<file path="src/rtl/video_pkg.sv">
// video_pkg: shared constants and colour-dimming helper for the video output stage
package video_pkg;
  localparam int COLOR_W_DEF = 8;
  localparam int COLOR_W_MAX = 10;
  localparam logic SYNC_ACTIVE_LOW = 1'b0;
  localparam logic SYNC_ACTIVE_HIGH = 1'b1;
  // shift 1 halves the colour; larger shifts keep c - c/2^shift so the line stays brighter
  function automatic logic [COLOR_W_MAX-1:0] dim_color(input logic [COLOR_W_MAX-1:0] c, input int shift);
    return (shift <= 1) ? c >> 1 : c - (c >> shift);
  endfunction
endpackage

</file>
<file path="src/rtl/video_sync_delay.sv">
// video_sync_delay: enable-gated shift register with a reset fill value, depth 0 is a wire
module video_sync_delay #(
  parameter int W = 3,
  parameter int DEPTH = 2,
  parameter logic [W-1:0] FILL = '0
) (
  input  logic         pixel_clock,
  input  logic         reset_n,
  input  logic         ce,
  input  logic [W-1:0] d,
  output logic [W-1:0] q
);
  if (DEPTH == 0) begin : g_wire
    assign q = d;
  end else begin : g_sr
    logic [W-1:0] stage [DEPTH];
    // shift one stage per enabled pixel; reset refills every stage with the idle value
    always_ff @(posedge pixel_clock or negedge reset_n)
      if (!reset_n) begin
        for (int i = 0; i < DEPTH; i++) stage[i] <= FILL;
      end else if (ce) begin
        stage[0] <= d;
        for (int i = 1; i < DEPTH; i++) stage[i] <= stage[i-1];
      end
    assign q = stage[DEPTH-1];
  end
endmodule

</file>
<file path="src/rtl/video_out_stage.sv">
// video_out_stage: aligns sync/blank with colour, applies blanking and scanline dimming
module video_out_stage import video_pkg::*; #(
  parameter int COLOR_W = COLOR_W_DEF,
  parameter int SYNC_DELAY = 2,
  parameter logic HSYNC_ACTIVE = SYNC_ACTIVE_LOW,
  parameter logic VSYNC_ACTIVE = SYNC_ACTIVE_LOW,
  parameter int DIM_SHIFT = 1
) (
  input  logic               pixel_clock,
  input  logic               reset_n,
  input  logic               pixel_ce,
  input  logic [COLOR_W-1:0] vga_red_data,
  input  logic [COLOR_W-1:0] vga_green_data,
  input  logic [COLOR_W-1:0] vga_blue_data,
  input  logic               h_synch,
  input  logic               v_synch,
  input  logic               blank,
  input  logic               scanline_en,
  output logic               VGA_OUT_HSYNC,
  output logic               VGA_OUT_VSYNC,
  output logic [COLOR_W-1:0] VGA_OUT_RED,
  output logic [COLOR_W-1:0] VGA_OUT_GREEN,
  output logic [COLOR_W-1:0] VGA_OUT_BLUE,
  output logic               line_odd
);
  localparam logic H_IDLE = ~HSYNC_ACTIVE;
  localparam logic V_IDLE = ~VSYNC_ACTIVE;
  logic tail_h, tail_v, tail_blank;
  logic hs_start, vs_start, parity_next, dim;
  logic [COLOR_W-1:0] red_dim, green_dim, blue_dim;
  video_sync_delay #(
    .W(3),
    .DEPTH(SYNC_DELAY),
    .FILL({H_IDLE, V_IDLE, 1'b1})
  ) u_sync_delay (
    .pixel_clock(pixel_clock),
    .reset_n(reset_n),
    .ce(pixel_ce),
    .d({h_synch, v_synch, blank}),
    .q({tail_h, tail_v, tail_blank})
  );
  // the output sync registers already hold the previous tail value, so edges are detected against them
  assign hs_start = (tail_h == HSYNC_ACTIVE) && (VGA_OUT_HSYNC != HSYNC_ACTIVE);
  assign vs_start = (tail_v == VSYNC_ACTIVE) && (VGA_OUT_VSYNC != VSYNC_ACTIVE);
  assign parity_next = vs_start ? 1'b0 : hs_start ? ~line_odd : line_odd;
  assign dim = scanline_en && parity_next;
  assign red_dim = COLOR_W'(dim_color(COLOR_W_MAX'(vga_red_data), DIM_SHIFT));
  assign green_dim = COLOR_W'(dim_color(COLOR_W_MAX'(vga_green_data), DIM_SHIFT));
  assign blue_dim = COLOR_W'(dim_color(COLOR_W_MAX'(vga_blue_data), DIM_SHIFT));
  // output register: syncs from the tail, colours blanked or dimmed, parity carried with the pixel
  always_ff @(posedge pixel_clock or negedge reset_n)
    if (!reset_n) begin
      VGA_OUT_HSYNC <= H_IDLE;
      VGA_OUT_VSYNC <= V_IDLE;
      VGA_OUT_RED <= '0;
      VGA_OUT_GREEN <= '0;
      VGA_OUT_BLUE <= '0;
      line_odd <= 1'b0;
    end else if (pixel_ce) begin
      VGA_OUT_HSYNC <= tail_h;
      VGA_OUT_VSYNC <= tail_v;
      VGA_OUT_RED <= tail_blank ? '0 : dim ? red_dim : vga_red_data;
      VGA_OUT_GREEN <= tail_blank ? '0 : dim ? green_dim : vga_green_data;
      VGA_OUT_BLUE <= tail_blank ? '0 : dim ? blue_dim : vga_blue_data;
      line_odd <= parity_next;
    end
endmodule
</file>
<file path="config.mk">
export PLATFORM = sky130hd
export DESIGN_NAME = video_out_stage
export DESIGN_NICKNAME = d
export VERILOG_FILES = /design/src/rtl/video_pkg.sv /design/src/rtl/video_sync_delay.sv /design/src/rtl/video_out_stage.sv
export SDC_FILE = /design/constraint.sdc
export NUM_CORES = 1
export LEC_CHECK = 0
export CORE_UTILIZATION = 34
export CTS_BUF_LIST = sky130_fd_sc_hd__clkbuf_8
export CTS_CLUSTER_SIZE = 14
export DETAILED_ROUTE_END_ITERATION = 6
export GPL_ROUTABILITY_DRIVEN = 0
export PLACE_DENSITY_LB_ADDON = 0.1
export SETUP_SLACK_MARGIN = 0.2
export SLEW_MARGIN = 20
export SYNTH_ARGS = -nofsm -noshare
export SYNTH_HDL_FRONTEND = slang
export SYNTH_HIERARCHICAL = 1
export SYNTH_SLANG_ARGS = --single-unit
</file>
<file path="constraint.sdc">
create_clock -name pixel_clock -period 1.4 [get_ports pixel_clock]
set_input_delay 0.14 -clock pixel_clock [delete_from_list [all_inputs] [get_ports pixel_clock]]
set_output_delay 0.14 -clock pixel_clock [all_outputs]
set_load 0.01 [all_outputs]
</file>
======== After elaboration in Yosys (flattened, before gate mapping) ========
Index checks and enable logic that the tools add are counted.
word-level totals
  flip-flop bits (word level) ............. 33
  output and inout bits ................... 27
  logic and storage cells ................. 22
  input port bits ......................... 31
cells by class
  bitwise operators ....................... 3
  reduce and logical (&&, ||, !) cells .... 3
  muxes and demuxes ....................... 8
operator list
  kind                 count
  $mux W8              6
  $logic_and A1 B1 Y1  3
  $not A1 Y1           3
  $mux W1              2

======== Longest topological paths before layout ========
Gate-level depths: netlist of run 1.
  depth after elaboration ................. 7
  gate-level depth with buffers ........... 6
  depth with buffers taken out ............ 4

======== Modules after synthesis ========
The synthesis of run 1 kept the hierarchy.
modules (own cells, without submodules)
  module            area an instance (sq um)  seq. area each (sq um)  times used  cells an instance
  video_out_stage   1368.8                    678.2                   1           150
  video_sync_delay  281.5                     157.7                   1           16

======== Worst setup path before layout of run 1 ========
Ideal clock, no wire load.
  path kind ............................... register to register
  from .................................... register VGA_OUT_HSYNC
  to ...................................... register VGA_OUT_GREEN[0]
  data required time ...................... 1318 ps
  clock period less this slack ............ 1416 ps
  setup time .............................. 82 ps
  buffers on the path ..................... 1
  stages on the path, launching flop included .. 6
  arrival time ............................ 1334 ps
  slack ................................... -16 ps
  path through ............................ dfstp_2 nor2b_4 xor2_2 buf_6 nand3_1 a31oi_1
between the ends
  word-level cells in the longest chain between the ends .. 6
ends and longest elaborated chain
  item                      line                   RTL
  start: declaration        video_out_stage.sv:19  output logic VGA_OUT_HSYNC,
  start signal: assignment  video_out_stage.sv:60  VGA_OUT_HSYNC <= tail_h;
  $logic_and A1 B1 Y1       video_out_stage.sv:43  assign hs_start = (tail_h == HSYNC_ACTIVE) && (VGA_OUT_HSYNC != HSYNC_ACTIVE);
  $mux W1 (2 in series)     video_out_stage.sv:45  assign parity_next = vs_start ? 1'b0 : hs_start ? ~line_odd : line_odd;
  $logic_and A1 B1 Y1       video_out_stage.sv:46  assign dim = scanline_en && parity_next;
  $mux W8 (2 in series)     video_out_stage.sv:63  VGA_OUT_GREEN <= tail_blank ? '0 : dim ? green_dim : vga_green_data;
  end signal: assignment    video_out_stage.sv:63
  end: declaration          video_out_stage.sv:22  output logic [COLOR_W-1:0] VGA_OUT_GREEN,
Every way passes these cells.
A chain may end at the register's enable or synchronous reset.

======== Final worst setup path of run 1 ========
  from .................................... register VGA_OUT_HSYNC
  to ...................................... register line_odd
between the ends
  word-level cells in the longest chain between the ends .. 3
ends and longest elaborated chain
  item                    line                   RTL
  $logic_and A1 B1 Y1     video_out_stage.sv:43
  $mux W1 (2 in series)   video_out_stage.sv:45
  end signal: assignment  video_out_stage.sv:65  line_odd <= parity_next;
  end: declaration        video_out_stage.sv:24  output logic line_odd
Every way passes these cells.

==> results of run 1 <==
-- repair_timing --
item	in CTS	in global routing
hold endpoints to repair	0	0
pin swaps	1	1
gates cloned	0	0
setup endpoints to repair	52	28
gates resized for setup	37	9
setup buffers	2	5
-- logic make-up (layout without fill, tap and decap cells) --
kind of cell | after synthesis | count (layout) | synth area share, %
AO/OA/AOI/OAI | 69 | 69 | 23.0
XOR/XNOR | 2 | 2 | 1.52
buffers and inverters | 23 | 88 | 7.96
flip-flops | 33 | 33 | 50.6
AND/OR/NAND/NOR | 31 | 31 | 10.1
multiplexers | 8 | 8 | 6.82
-- synth_stat cells (2+ instances only) --
library cell	instances	area share, %
o21ai_0	43	13
dfrtp_1	25	38
a31oi_1	21	8.0
nand3_1	21	6.4
clkbuf_1	9	2.0
dfstp_2	8	13
mux2_4	6	5.5
nand2_1	5	1.1
buf_4	4	1.8
buf_6	3	2.0
inv_1	3	0.68
o22ai_1	3	1.1
clkbuf_2	2	0.61
mux2_2	2	1.4
-- stage by stage --
step	area, um2	utilization [%]
3_3_place_gp	2300	51.0
2_1_floorplan	1650	-
4_1_cts	2370	52.5
3_5_place_dp	2300	51.0
5_1_grt	2450	54.3
6_report	2450	54.3
-- critical path: cells and delay by family (launching register included) --
family                 cells  cell delay, ns
DFF                        1            0.53
buffers and inverters      5            0.46
and+or+nand+nor            2            0.27
AOI/OAI and AO/OA          2            0.15
-- routing by layer --
metal / GRT usage [%] / up-vias / share of wire (%)
met4: 5.88 / 0 / 1.4
met1: 22.2 / 702 / 44
met5: 0 / - / 0
met2: 30.2 / 39 / 49
met3: 6.05 / 6 / 5.2
li1: - / 724 / -
-- path summary, 6_finish.rpt --
path	end	slack, ns	depth (start not counted)
max	line_odd	-0.12	9
min	VGA_OUT_RED[0]	0.22	2
max reg2reg	line_odd	-0.12	9
min reg2reg	VGA_OUT_RED[7]	0.54	2
max in group asynchronous	u_sync_delay/q[0]	0.93	2
min in group pixel_clock	u_sync_delay/g_sr.stage[5]	0.31	2
-- state kept, by name, summed over array words and instances, names as in the netlist --
name                     count
VGA_OUT_GREEN                8
line_odd                     1
VGA_OUT_BLUE                 8
u_sync_delay/q               3
u_sync_delay/g_sr.stage      3
VGA_OUT_VSYNC                1
VGA_OUT_RED                  8
VGA_OUT_HSYNC                1
-- power by group --
group | leakage [uW] | internal, uW | total, uW | switching, uW
Combinational | 0.000618 | 683 | 1370 | 685
Sequential | 0.000392 | 1160 | 1270 | 113
Clock | 0.0000519 | 330 | 658 | 327
Total | 0.00106 | 2170 | 3300 | 1130
-- final cells by class --
type / instances / area, um2 / share of cell area, %
inverter: 3 / 11.3 / 0.460
sequential: 33 / 837 / 34.2
multi-input combinational: 110 / 707 / 28.9
tap: 52 / 65.1 / 2.66
clock buffer: 5 / 68.8 / 2.81
clock inverter: 3 / 11.3 / 0.460
timing repair buffer: 77 / 747 / 30.5
==> run summary, run 1 <==
- run status: finished with violations
- failing checks: negative setup slack
- cell-by-cell listing of the critical path: nor2b_4 -> buf_4 -> buf_6 -> buf_6 -> buf_6 -> buf_6 -> o21ai_0 -> nand2_1 -> o21ai_0
- CTS root buffer: clkbuf_8
- RSZ-0062 raised after global routing: yes
- worst clock skew: 0.00347 ns
- Leakage: 0.00106 uW
- first-pass GRT wire length: 7.18 mm
- DRC marker count from the first detailed-route iteration: 134
- number of endpoints failing setup at the final stage: 22
- TritonCTS Buffers: 5
- achievable clock frequency: 656 MHz
- Slowest Stage Delay on Critical Path: 0.53 ns
- Worst Max-Slew Pin Slew: 0.290 ns
- synthesized area per cell: 9.94 um2
- element type at the critical path start: flop
- highest-count cells in the layout ignoring fill and taps: 43 x o21ai_0, 29 x clkdlybuf4s50_1, 25 x dlygate4sd2_1
- synthesized net count: 197
- Placed Instances: 268
- number of global-route vias before repair: 1499
- final HPWL from detailed placement: 2.96 mm
- Worst path slowest cell: dfstp_2
- area added between synthesis and finish: 48.3%
- post-synth cell types: 25
- setup TNS: -1.47 ns
- aggregate routed wire length: 4.32 mm
- overall die height: 71.7 um
- number of remaining DRC errors: 0
- post-route insts no fill: 283
- Max transition margin: 80.7%
- smallest setup slack after layout: -0.123 ns
- arrival time reported for the critical path endpoint: 1.69 ns
- clk sinks: 33
- number of synthesized flops with an enable pin: 0
- fin. max-slew vios: 0
- hold slack: 0.218 ns
- DP Worst Slack: -0.102 ns
- Yosys reg bits: 33
- most common cell after layout, fill and taps aside: o21ai_0
- die width: 71.7 um
- data required time at the worst endpoint: 1.56 ns
- NumNets Final: 261
- antenna violations before repair: 0
- remaining antenna violation count after routing: 0
- worst hold-check path type: input port to async pin
- cell repeated most along the worst path: buf_6
- area of the die: 0.00514 mm2
- most common flop cell mapped by yosys: dfrtp_1
- mean number of vias per cell: 5.20
- synthesized area: 0.00165 mm2
- startpoint of the worst register-to-register path: VGA_OUT_HSYNC
- warning count from the yosys run: 6
- maximum number of pins on one net before global-route repair: 35
- Fill cells: 424
- crit path capture type: flop
- Remaining Overflow, GRT: 0
- count of input and output buffers: 57
- min cycle time layout: 1.52 ns
- ports placed on the boundary: 58
- Clk Latency, worst-skew pair: 0.29 ns
- Worst VDD drop: 586 uV
- critical path fanouts, max: 3
- power consumption: 3300 uW
- max_cap viols: 0
- total power density per cell area: 1350 mW/mm2
- number of rows created at floorplan: 24
- global router's overall resource usage: 18.1%
- initial core utilization: 36.6%
- DR pass1 iterations: 4
- hold-fix buffer count after cts: 0
- maximum level of the CTS H-tree: 2
- antenna diode count: 0
- Syn Inst Count: 166
- maximum clock insertion buffer count: 2
- post-DR wirelength/cell: 15.2 um
- Final Cycle Share: 109%
- share of flip-flops with an asynchronous set or reset after synthesis: 100%
- Via Count: 1471
- final hold viol count: 0
- sequential-to-total area share from yosys stat: 50.6%
- type of the worst setup path: flop to flop
- launch point of the worst path: VGA_OUT_HSYNC
- ratio of cells with drive above 1 in the final layout: 22.5%
- TritonCTS clock tree: built
- CTS clock-pin slew for the worst setup and hold paths: 0.06 ns
- placeable core area: 0.00450 mm2
(Power assumes the default switching activity.)
==> run 2, diff against run 1 <==
SKIP_LAST_GASP = 1   (was unset)
==> results of run 2 <==
The final DEF is identical to that of run 1; final timing and power are the same.
Among the figures that moved: number of gates resized after CTS 37 -> 33
